<file path="config.mk">
export PLATFORM = sky130hd
export DESIGN_NAME = mem_access_unit
export DESIGN_NICKNAME = d
export VERILOG_FILES = /design/src/rtl/mem_access_unit.sv
export SDC_FILE = /design/constraint.sdc
export NUM_CORES = 1
export LEC_CHECK = 0
export ABC_AREA = 1
export BUFFER_PORTS_ARGS = -buffer_cell sky130_fd_sc_hd__buf_2
export CORE_MARGIN = 10
export CORE_UTILIZATION = 44
export CTS_CLUSTER_SIZE = 28
export DETAILED_ROUTE_END_ITERATION = 16
export PLACE_DENSITY = 0.81
export SYNTH_ARGS = -nofsm -noshare
export SYNTH_HDL_FRONTEND = slang
export SYNTH_SLANG_ARGS = --single-unit
</file>
<file path="constraint.sdc">
create_clock -name clk -period 4.6 [get_ports clk]
set_input_delay 0.92 -clock clk [delete_from_list [all_inputs] [get_ports clk]]
set_output_delay 0.92 -clock clk [all_outputs]
set_load 0.1 [all_outputs]
</file>
<file path="src/rtl/mem_access_unit.sv">
// Load/store initiator: byte/half/word requests to a word-wide memory port.
// Define MAU_MISALIGN_TRAP_EN to trap misaligned half/word requests instead of masking.
module mem_access_unit #(
    parameter int ADDR_WIDTH   = 8,
    parameter int READ_LATENCY = 1
) (
    input  logic                  clk,
    input  logic                  reset,
    input  logic                  req_valid,
    output logic                  req_ready,
    input  logic                  req_write,
    input  logic [1:0]            req_size,
    input  logic                  req_unsigned,
    input  logic [ADDR_WIDTH-1:0] req_addr,
    input  logic [31:0]           req_wdata,
    output logic                  resp_valid,
    output logic [31:0]           resp_rdata,
    output logic                  resp_error,
    output logic                  mem_read,
    output logic                  mem_write,
    output logic [ADDR_WIDTH-1:0] mem_address,
    output logic [31:0]           mem_wdata,
    input  logic [31:0]           mem_rdata
);

    typedef enum logic [1:0] {
        S_IDLE,
        S_READ,
        S_WRITE,
        S_RESP
    } state_t;

    localparam logic [2:0] LAST = 3'(READ_LATENCY - 1);

    state_t                r_state;
    state_t                w_next;
    logic [2:0]            r_cnt;
    logic                  r_write;
    logic [1:0]            r_size;
    logic                  r_unsigned;
    logic [1:0]            r_off;
    logic [31:0]           r_wdata;
    logic                  r_mem_read;
    logic                  r_mem_write;
    logic [ADDR_WIDTH-1:0] r_mem_address;
    logic [31:0]           r_mem_wdata;
    logic                  r_resp_valid;
    logic [31:0]           r_resp_rdata;

    logic                  w_accept;
    logic                  w_req_word;
    logic                  w_trap;
    logic                  w_rd_last;
    logic [1:0]            w_lane;
    logic [4:0]            w_shamt;
    logic [31:0]           w_shift;
    logic [31:0]           w_load;
    logic [31:0]           w_mask;
    logic [31:0]           w_merged;

    assign req_ready  = (r_state == S_IDLE) && !reset;
    assign w_accept   = req_valid && req_ready;
    assign w_req_word = req_size[1];
    assign w_rd_last  = (r_state == S_READ) && (r_cnt == LAST);

`ifdef MAU_MISALIGN_TRAP_EN
    logic w_misalign;
    logic r_resp_error;

    assign w_misalign = ((req_size == 2'b01) && req_addr[0])
                      || (w_req_word && (req_addr[1:0] != 2'b00));
    assign w_trap     = w_misalign;
    assign resp_error = r_resp_error;

    always_ff @(posedge clk) begin
        if (reset)
            r_resp_error <= 1'b0;
        else
            r_resp_error <= w_accept && w_trap;
    end
`else
    assign w_trap     = 1'b0;
    assign resp_error = 1'b0;
`endif

    always_comb begin
        w_next = r_state;
        unique case (r_state)
            S_IDLE: begin
                if (w_accept) begin
                    if (w_trap)
                        w_next = S_RESP;
                    else if (req_write && w_req_word)
                        w_next = S_WRITE;
                    else
                        w_next = S_READ;
                end
            end
            S_READ: begin
                if (w_rd_last)
                    w_next = r_write ? S_WRITE : S_RESP;
            end
            S_WRITE: w_next = S_RESP;
            S_RESP:  w_next = S_IDLE;
            default: w_next = S_IDLE;
        endcase
    end

    // Lane selection masks low address bits down to natural alignment.
    always_comb begin
        w_lane = 2'b00;
        unique case (r_size)
            2'b00:   w_lane = r_off;
            2'b01:   w_lane = {r_off[1], 1'b0};
            default: w_lane = 2'b00;
        endcase
    end

    assign w_shamt = {w_lane, 3'b000};
    assign w_shift = mem_rdata >> w_shamt;

    always_comb begin
        w_load = mem_rdata;
        w_mask = 32'hFFFF_FFFF;
        unique case (r_size)
            2'b00: begin
                w_load = {{24{~r_unsigned & w_shift[7]}}, w_shift[7:0]};
                w_mask = 32'h0000_00FF << w_shamt;
            end
            2'b01: begin
                w_load = {{16{~r_unsigned & w_shift[15]}}, w_shift[15:0]};
                w_mask = 32'h0000_FFFF << w_shamt;
            end
            default: begin
                w_load = mem_rdata;
                w_mask = 32'hFFFF_FFFF;
            end
        endcase
    end

    assign w_merged = (mem_rdata & ~w_mask) | ((r_wdata << w_shamt) & w_mask);

    always_ff @(posedge clk) begin
        if (reset)
            r_state <= S_IDLE;
        else
            r_state <= w_next;
    end

    always_ff @(posedge clk) begin
        if (reset) begin
            r_cnt         <= 3'd0;
            r_write       <= 1'b0;
            r_size        <= 2'b00;
            r_unsigned    <= 1'b0;
            r_off         <= 2'b00;
            r_wdata       <= 32'd0;
            r_mem_read    <= 1'b0;
            r_mem_write   <= 1'b0;
            r_mem_address <= '0;
            r_mem_wdata   <= 32'd0;
            r_resp_valid  <= 1'b0;
            r_resp_rdata  <= 32'd0;
        end else begin
            r_mem_read   <= (w_next == S_READ);
            r_mem_write  <= (w_next == S_WRITE);
            r_resp_valid <= (w_next == S_RESP);
            r_resp_rdata <= 32'd0;
            if (w_accept) begin
                r_write       <= req_write;
                r_size        <= req_size;
                r_unsigned    <= req_unsigned;
                r_off         <= req_addr[1:0];
                r_wdata       <= req_wdata;
                r_mem_address <= {req_addr[ADDR_WIDTH-1:2], 2'b00};
                if (req_write && w_req_word)
                    r_mem_wdata <= req_wdata;
            end
            if (r_state == S_READ)
                r_cnt <= w_rd_last ? 3'd0 : r_cnt + 3'd1;
            if (w_rd_last) begin
                if (r_write)
                    r_mem_wdata <= w_merged;
                else
                    r_resp_rdata <= w_load;
            end
        end
    end

    assign mem_read    = r_mem_read;
    assign mem_write   = r_mem_write;
    assign mem_address = r_mem_address;
    assign mem_wdata   = r_mem_wdata;
    assign resp_valid  = r_resp_valid;
    assign resp_rdata  = r_resp_rdata;

endmodule

</file>
==> results.sh <==
export IMPL_worst_ir_drop_vdd_mv=0.522
export IMPL_reg2reg_from="r_cnt[0]"
export IMPL_drv_slew=0
export IMPL_drc=0
export IMPL_grt_max_degree=45
export IMPL_cp_end_kind="output pin"
export IMPL_cp_start_kind="input pin"
export IMPL_hold_viol_final=0
export IMPL_grt_pass1_vias=5851
export IMPL_crit_path_cell_trace="buf_2 > buf_4 > inv_4 > buf_4 > nand2_1 > inv_1 > buf_2"
export IMPL_dieArea_um2=17900
export IMPL_yosys_top_cells_count="nand2_1, dfxtp_1, a21oi_1, nand3_1, nor2_1"
export IMPL_via_count=6189
export IMPL_final_area_um2=7040
export IMPL_r2r_slack_ns=1.98
export IMPL_dr_pass1_iters=5
export IMPL_seq_area_frac_synth_pct=40.6
export IMPL_drt_iter0_drc=654
export IMPL_setup_viol=0
export IMPL_critPathKind="input pin to output pin"
export IMPL_io_buffer_count=152
export IMPL_post_synth_top_count_cell="nand2_1"
export IMPL_fin_nets=1062
export IMPL_leakage_uw=0.00344
export IMPL_drv_cap=0
export IMPL_fin_crit_sh_pct=72.7
export IMPL_die_w_um=134
export IMPL_rsz0062_at_grt="false"
export IMPL_hold_depth=2
export IMPL_io_pins=156
export IMPL_outcome="completed"
export IMPL_crit_arrival_ns=2.42
export IMPL_die_y_um=134
export IMPL_antenna_cells=0
export IMPL_critPathSlowestCell="buf_2"
export IMPL_antenna_left=0
export IMPL_hold_path_startpoint="mem_wdata[15]"
export IMPL_path_max_fanout=35
export IMPL_cts_resized=0
export IMPL_clk_latency_ns=0.42
export IMPL_wirelength_um=18900
export IMPL_ys_warn_count=0
export IMPL_hold_buffers=0
export IMPL_synth_area_top_cells="dfxtp_1, nand2_1, a21oi_1"
export IMPL_fin_skew_ns=0.00819
export IMPL_fin_setup_tns_ns=0
export IMPL_htree_levels=4
export IMPL_crit_required_ns=3.68
export IMPL_post_cts_buffers=0
export IMPL_power_density_nw_per_um2=490
export IMPL_synth_top_area_cell="dfxtp_1"
export IMPL_synth_edf_count=0
export IMPL_fmaxAchievable_ghz=0.299
export IMPL_grt_usage_pct=20.7
export IMPL_cts_buffers=17
export IMPL_fp_coreArea_um2=12700
export IMPL_post_synth_top_area_fraction_pct=40.6
export IMPL_dp_hpwl_um=13800
export IMPL_holdPathEnd="mem_wdata[15]"
export IMPL_wl_per_cell_um=16.3
export IMPL_finalWeightedCongestion=0.927
export IMPL_syn_to_final_growth_pct=23.1
export IMPL_maxSlewHeadroom_pct=30.8
export IMPL_slowest_delay_ns=0.41
export IMPL_start_util_pct=45.1
export IMPL_cts_sinks=116
export IMPL_clk_pin_slew_worst_paths_ns=0.05
export IMPL_min_period_ns=3.34
export IMPL_netlist_instances=860
export IMPL_post_dp_cell_area_um2=6450
export IMPL_synth_cell_types=36
export IMPL_hp_class="register to register"
export IMPL_regToRegEndpoint="mem_wdata[30]"
export IMPL_synth_ff_type="dfxtp_1"
export IMPL_cts_root_buf="clkbuf_16"
export IMPL_ys_seq_elements=116
export IMPL_syn_area_um2=5720
export IMPL_rows=41
export IMPL_cts_tree="built"
export IMPL_antenna_found_initial=0
export IMPL_overflow=0
export IMPL_reg2reg_depth=9
export IMPL_clk_path_buf_depth=2
export IMPL_routed_via_density=5.31
export IMPL_grt_pass1_wl_um=30200
export IMPL_postSynth_asyncResetShare_pct=0
export IMPL_drive_gt1_share_pct=21.0
export IMPL_worst_pin_slew_ns=1.04
export IMPL_avgSynthCellArea_um2=6.65
-- per-layer routing --
metal / part of all wire (%) / vias up / track usage (%)
li1: - / 3040 / -
met1: 41 / 2777 / 25.1
met2: 46 / 323 / 33.0
met3: 10 / 49 / 7.65
met4: 2.8 / 0 / 7.26
met5: 0 / - / 0
-- report_power, final --
part           switching (uW)  internal [uW]  leakage (uW)
sequential               47.1           1100      0.000944
combinational             796            206       0.00221
clock                     460            846      0.000284
total                    1300           2150       0.00344
-- state kept, by name, indices dropped and copies added (netlist names) --
name         count
mem_wdata       32
r_size           2
mem_address      6
mem_write        1
resp_valid       1
r_state          2
r_write          1
mem_read         1
r_unsigned       1
r_off            2
resp_rdata      32
r_cnt            3
r_wdata         32
-- placed cells by master, fill, tap and decap left out, types with 2 or more instances in the layout --
cell type / count
ha_1: 2
a31oi_1: 16
nor3_1: 7
o21ai_0: 30
buf_2: 152
o211ai_1: 8
inv_2: 6
nor2_1: 72
dfxtp_1: 116
a21oi_1: 79
o221ai_1: 4
o21ai_2: 2
inv_1: 64
o21ai_1: 14
bufinv_16: 2
nor2_2: 4
clkbuf_16: 17
a211oi_1: 12
nand3_2: 4
nand2_1: 270
conb_1: 3
buf_4: 5
a22oi_1: 2
clkinvlp_4: 3
clkbuf_8: 4
clkinv_2: 4
nand2_2: 2
nand4_1: 3
nand3_1: 76
-- per-stage QoR --
stage	hold slack [ns]	setup WS [ns]	power (uW)	utilization, %	instances
2_1_floorplan	0.425	1.60	1960	-	862
3_3_place_gp	0.446	1.28	2140	50.9	1134
3_5_place_dp	0.449	1.27	2150	50.9	1134
4_1_cts	0.458	1.25	3450	55.5	1165
5_1_grt	0.479	1.13	3600	55.5	1165
6_report	0.456	1.26	3450	55.5	1165
-- kinds of logic after synthesis --
kind of cell,share of synthesized area [%]
other cells,0.0656
fa+ha+maj,0.438
simple gates,32.3
xor+xnor,0.153
compound gates,16.6
buf+inv,9.85
flops,40.6
-- how the worst max path moves through the flow --
stage	cells past startpoint	to	slack, ns	startpoint
2_1_floorplan	5	req_ready	1.60	reset
3_3_place_gp	7	req_ready	1.28	reset
3_5_place_dp	7	req_ready	1.27	reset
4_1_cts	7	req_ready	1.25	reset
5_1_grt	7	req_ready	1.13	reset
6_report	7	req_ready	1.26	reset
-- final cells by class --
class | instances | area, um2
fill | 1231 | 5630
multi-input combinational | 617 | 2840
sequential | 116 | 2320
timing repair buffer | 157 | 798
clock buffer | 22 | 484
inverter | 72 | 273
tap | 172 | 215
clock inverter | 9 | 103
-- worst max-delay path, delay by kind of cell --
family	cells	cell delay, ns
simple gates	1	0.10
buf+inv	6	1.38
Note: power is estimated with default switching activity, not from simulation.
